## src/rtl/vedic_add_scheduler.sv

```systemverilog
// Two-requester round-robin scheduler that time-shares one 16-bit Vedic adder for 32-bit add with carry.
// Accept in IDLE, low half in LOW, high half in HIGH, response held in RESP until rsp_ready.

module sixteen_bit_vedic_adder (
  input  logic [15:0] in1,
  input  logic [15:0] in2,
  input  logic        cin,
  output logic [15:0] out,
  output logic        cout
);
  logic [16:0] total;

  assign total = {1'b0, in1} + {1'b0, in2} + {16'b0, cin};
  assign out   = total[15:0];
  assign cout  = total[16];
endmodule

module vedic_add_scheduler #(
  parameter logic PRIO_RST = 1'b0
) (
  input  logic        clk,
  input  logic        rst,
  input  logic        req0_valid,
  output logic        req0_ready,
  input  logic [31:0] req0_a,
  input  logic [31:0] req0_b,
  input  logic        req0_cin,
  input  logic        req1_valid,
  output logic        req1_ready,
  input  logic [31:0] req1_a,
  input  logic [31:0] req1_b,
  input  logic        req1_cin,
  output logic        rsp_valid,
  input  logic        rsp_ready,
  output logic        rsp_id,
  output logic [31:0] rsp_sum,
  output logic        rsp_cout
);
  typedef enum logic [1:0] {IDLE, LOW, HIGH, RESP} state_t;

  state_t      state, state_next;
  logic        prio;
  logic        carry;
  logic [31:0] op_a, op_b;
  logic        op_cin, op_id;

  logic        grant0, grant1;
  logic [15:0] add_in1, add_in2, add_out;
  logic        add_cin, add_cout;

  sixteen_bit_vedic_adder u_adder (
    .in1  (add_in1),
    .in2  (add_in2),
    .cin  (add_cin),
    .out  (add_out),
    .cout (add_cout)
  );

  always_comb begin
    grant0     = 1'b0;
    grant1     = 1'b0;
    req0_ready = 1'b0;
    req1_ready = 1'b0;
    add_in1    = op_a[15:0];
    add_in2    = op_b[15:0];
    add_cin    = op_cin;
    state_next = state;

    // Contention resolves to the priority holder; a lone requester always wins.
    grant0 = req0_valid && (!req1_valid || !prio);
    grant1 = req1_valid && (!req0_valid || prio);

    case (state)
      IDLE: begin
        req0_ready = grant0 && !rst;
        req1_ready = grant1 && !rst;
        if (grant0 || grant1) state_next = LOW;
      end
      LOW:  state_next = HIGH;
      HIGH: begin
        add_in1    = op_a[31:16];
        add_in2    = op_b[31:16];
        add_cin    = carry;
        state_next = RESP;
      end
      RESP: if (rsp_ready) state_next = IDLE;
      default: state_next = IDLE;
    endcase
  end

  always_ff @(posedge clk) begin
    if (rst) begin
      state     <= IDLE;
      prio      <= PRIO_RST;
      carry     <= 1'b0;
      op_a      <= '0;
      op_b      <= '0;
      op_cin    <= 1'b0;
      op_id     <= 1'b0;
      rsp_valid <= 1'b0;
      rsp_id    <= 1'b0;
      rsp_sum   <= '0;
      rsp_cout  <= 1'b0;
    end else begin
      state <= state_next;
      case (state)
        IDLE: begin
          if (req0_ready) begin
            op_a   <= req0_a;
            op_b   <= req0_b;
            op_cin <= req0_cin;
            op_id  <= 1'b0;
          end else if (req1_ready) begin
            op_a   <= req1_a;
            op_b   <= req1_b;
            op_cin <= req1_cin;
            op_id  <= 1'b1;
          end
        end
        LOW: begin
          rsp_sum[15:0] <= add_out;
          carry         <= add_cout;
        end
        HIGH: begin
          rsp_sum[31:16] <= add_out;
          rsp_cout       <= add_cout;
          rsp_id         <= op_id;
          rsp_valid      <= 1'b1;
        end
        RESP: begin
          if (rsp_ready) begin
            rsp_valid <= 1'b0;
            prio      <= ~op_id;
          end
        end
        default: ;
      endcase
    end
  end
endmodule

```

## config.mk

```make
export PLATFORM = sky130hd
export DESIGN_NAME = vedic_add_scheduler
export DESIGN_NICKNAME = d
export VERILOG_FILES = /design/src/rtl/vedic_add_scheduler.sv
export SDC_FILE = /design/constraint.sdc
export NUM_CORES = 1
export LEC_CHECK = 0
export ABC_AREA = 1
export BUFFER_PORTS_ARGS = -buffer_cell sky130_fd_sc_hd__buf_2
export CORE_MARGIN = 2
export CORE_UTILIZATION = 56
export CTS_CLUSTER_SIZE = 16
export DETAILED_ROUTE_END_ITERATION = 16
export PLACE_DENSITY = 0.86
export REMOVE_ABC_BUFFERS = 1
export SETUP_SLACK_MARGIN = 0.5
export SLEW_MARGIN = 5
export SYNTH_ARGS = -nofsm -noshare
export SYNTH_HDL_FRONTEND = slang
export SYNTH_SLANG_ARGS = --single-unit
export TNS_END_PERCENT = 10
```

## constraint.sdc

```tcl
create_clock -name clk -period 8.2 [get_ports clk]
set_clock_uncertainty 0.05 [all_clocks]
set_input_delay 0.82 -clock clk [delete_from_list [all_inputs] [get_ports clk]]
set_output_delay 0.82 -clock clk [all_outputs]
set_load 0.05 [all_outputs]
```

==> flow_metrics.py <==
metrics = {
    "sta": {
        "rsz0062_at_grt": "no",
        "tightest_slew_ps": 997.5,
        "drv_slew": 0,
        "fmax_mhz": 249.2,
        "tns_ps": 0,
        "fin_crit_sh_pct": 48.93,
        "hold_violations": 0,
        "setup_viol": 0,
        "period_minus_slack_ps": 4012,
        "maxSlewHeadroom_pct": 33.50,
    },
    "clocking": {
        "htree_num_levels": 3,
        "clock_latency_ps": 370,
        "cts_tree": "done",
        "hold_buffers": 0,
        "path_clk_slew_ps": 100,
        "numCtsBuffers": 9,
        "clock_sinks": 105,
        "cts_resized": 0,
        "cts_setup_buffers": 0,
        "clk_path_buf_depth": 2,
        "cts-root-buf": "clkbuf_8",
    },
    "min_path": {
        "min-delay-start": "op_b[30]$_SDFFE_PP0P_",
        "hold_path_end": "op_b[30]$_SDFFE_PP0P_",
        "min_path_type": "reg -> reg",
        "holdPathStages": 2,
    },
    "cells_and_area": {
        "drive_above_1_share_pct": 19.64,
        "utilization_pct": 66.91,
        "antenna_cells": 0,
        "syn2layout_area_growth_pct": 17.74,
        "fin_area_um2": 6784,
        "nets": 1159,
    },
    "worst_setup_path": {
        "r2r_start": "state[0]$_SDFFE_PP0P_",
        "cp_cell_sequence": "buf_2 -> buf_4 -> inv_2 -> nand4_4 -> buf_4 -> inv_2 -> buf_2",
        "setup.worst_path.class": "in -> out",
        "reg2regPathDepth": 16,
        "arrival_ps": 3140,
        "r2r_setup_slack_ps": 4500,
        "crit_path_max_fanout": 66,
        "r2r-end": "rsp_sum[8]$_SDFFE_PP0N_",
        "cpPeakStageDelay_ps": 550,
        "cp-startpoint": "rst",
        "slowest_stage": "inv_2",
        "end_kind": "output port",
        "startpoint_type": "primary input",
        "crit_required_ps": 7330,
    },
    "detailed_routing": {
        "postRouteAntennaNets": 0,
        "drt-total-wl_mm": 14.09,
        "remaining_drc_errors": 0,
        "vias": 5884,
        "drt_iter0_drc": 307,
        "firstDrtPassIters": 5,
        "drt-wirelength-per-cell_um": 12.32,
        "via_per_inst": 5.143,
    },
    "global_route": {
        "first_global_vias": 5300,
        "grt_pass1_wl_mm": 23.75,
        "antenna_found_initial": 0,
        "grt_usage_pct": 25.62,
        "overflow": 0,
        "grt_max_degree": 108,
    },
    "placement": {
        "hpwl_mm": 9.972,
        "place.gp.congestion": 0.8906,
        "place_area_um2": 6595,
        "io_buffers": 171,
    },
    "pwr": {
        "ir_worst_vdd_v": 0.0001953,
        "p_leak_uw": 0.003500,
        "powerDensity_nw_per_um2": 367.9,
    },
    "floorplanning": {
        "core_area_um2": 10140,
        "std_cell_rows": 37,
        "die_w_um": 105.4,
        "initial_utilization_pct": 56.83,
        "die_area_um2": 11120,
        "die_h_um": 105.4,
        "ios": 172,
    },
    "synth": {
        "synth_top_area_share_pct": 36.48,
        "ys_ff_latch": 105,
        "async_flop_share_pct": 0,
        "synthSimpleGateAreaFrac_pct": 25.43,
        "synth.area.mux_share_pct": 0,
        "yosys.cell_types.count": 32,
        "yosys.area_share.xor_xnor_pct": 0.9121,
        "synth_ff_type": "dfxtp_1",
        "synth_area_um2": 5762,
        "synthAdderAreaFrac_pct": 4.821,
        "synth_area_leaders": "dfxtp_1 36%, nand2_1 11%, nor2_1 7.9%",
        "synth_top_family_by_area": "simple AND/OR/NAND/NOR gates",
        "synth_edf_count": 0,
        "avgSynthCellArea_um2": 6.638,
        "synth_compound_area_share_pct": 20.09,
        "yosysWarningCount": 0,
        "yosys.area.top_type": "dfxtp_1",
        "seq_area_frac_synth_pct": 36.48,
        "synth_cells": 868,
    },
    "flow_run": {
        "maxCapViolations": 0,
    },
    "run_status": {
        "status": "complete, no violations",
    },
}
[state kept, by name, summed over array words and instances, names as in the netlist]
signal     cells
carry          1
rsp_id         1
op_cin         1
op_id          1
op_a          32
rsp_cout       1
prio           1
op_b          32
state          2
rsp_sum       32
rsp_valid      1
[layout make-up]
type / count / area [um2]
timing repair buffer: 176 / 893.4
tap: 136 / 170.2
sequential: 105 / 2102
clock inverter: 4 / 53.80
multi-input combinational: 587 / 2964
inverter: 124 / 465.4
clock buffer: 12 / 135.1
fill: 968 / 3354
[cells in the final DEF, fill, tap and decap left out, drive strengths merged]
master,instances
a211oi,1
a21o,2
a21oi,28
a31o,14
and2,1
buf,176
bufinv,1
clkbuf,12
clkinv,1
clkinvlp,2
dfxtp,105
fa,2
ha,19
inv,124
nand2,174
nand3,54
nand3b,1
nand4,2
nor2,124
nor3,5
o211ai,2
o21ai,124
o32ai,27
or2,1
xnor2,2
xor2,4
[per-stage QoR]
step | cells | setup slack [ps] | hold slack (ps) | power [uW]
6_report | 1144 | 4188 | 431.4 | 2496
5_1_grt | 1144 | 3967 | 449.9 | 2706
4_1_cts | 1144 | 4157 | 427.2 | 2500
3_5_place_dp | 1128 | 4157 | 416.2 | 2183
3_3_place_gp | 1128 | 4195 | 402.1 | 2153
2_1_floorplan | 816 | 4058 | 375.5 | 1833
[Yosys cell counts (2+ instances only)]
master,n
clkbuf_1,23
inv_2,3
xnor2_1,2
buf_1,7
buf_2,16
dfxtp_1,105
o21ai_0,89
a21oi_1,28
inv_1,121
nand2_1,174
buf_4,5
nand3_1,54
a21o_1,2
nor2_1,122
nor3_1,5
fa_1,2
xor2_1,4
o21ai_1,35
o32ai_1,27
ha_1,19
a31o_1,13
o211ai_1,2
[power breakdown]
group	internal (uW)	switching, uW
clock network	142	173
logic	417	953
registers	715	95.2
[critical path, delay by kind of cell]
kind	cells	cell delay [ps]
buf+inv	6	2050
simple gates	1	220
[kinds of logic after synthesis]
| kind of cell | Yosys count |
|---|---|
| simple gates | 362 |
| compound gates | 198 |
| flops | 105 |
| fa+ha+maj | 21 |
| xor+xnor | 6 |
| buf+inv | 176 |
[worst max path at each step]
stage,end,cells past startpoint
3_5_place_dp,req0_ready,7
6_report,req0_ready,7
2_1_floorplan,req0_ready,3
4_1_cts,req0_ready,7
5_1_grt,req0_ready,7
3_3_place_gp,req0_ready,7
[metal layers]
metal / part of all wire, % / up-vias / wire [um] / track usage, %
met5: 0 / - / 0 / 0
met4: 1.3 / 0 / 185 / 7.333
met3: 5.3 / 13 / 746 / 3.154
met2: 47 / 166 / 6643 / 42.90
met1: 46 / 2642 / 6517 / 34.67
li1: - / 3063 / - / -
No activity file was read; power rests on OpenSTA's default activity.
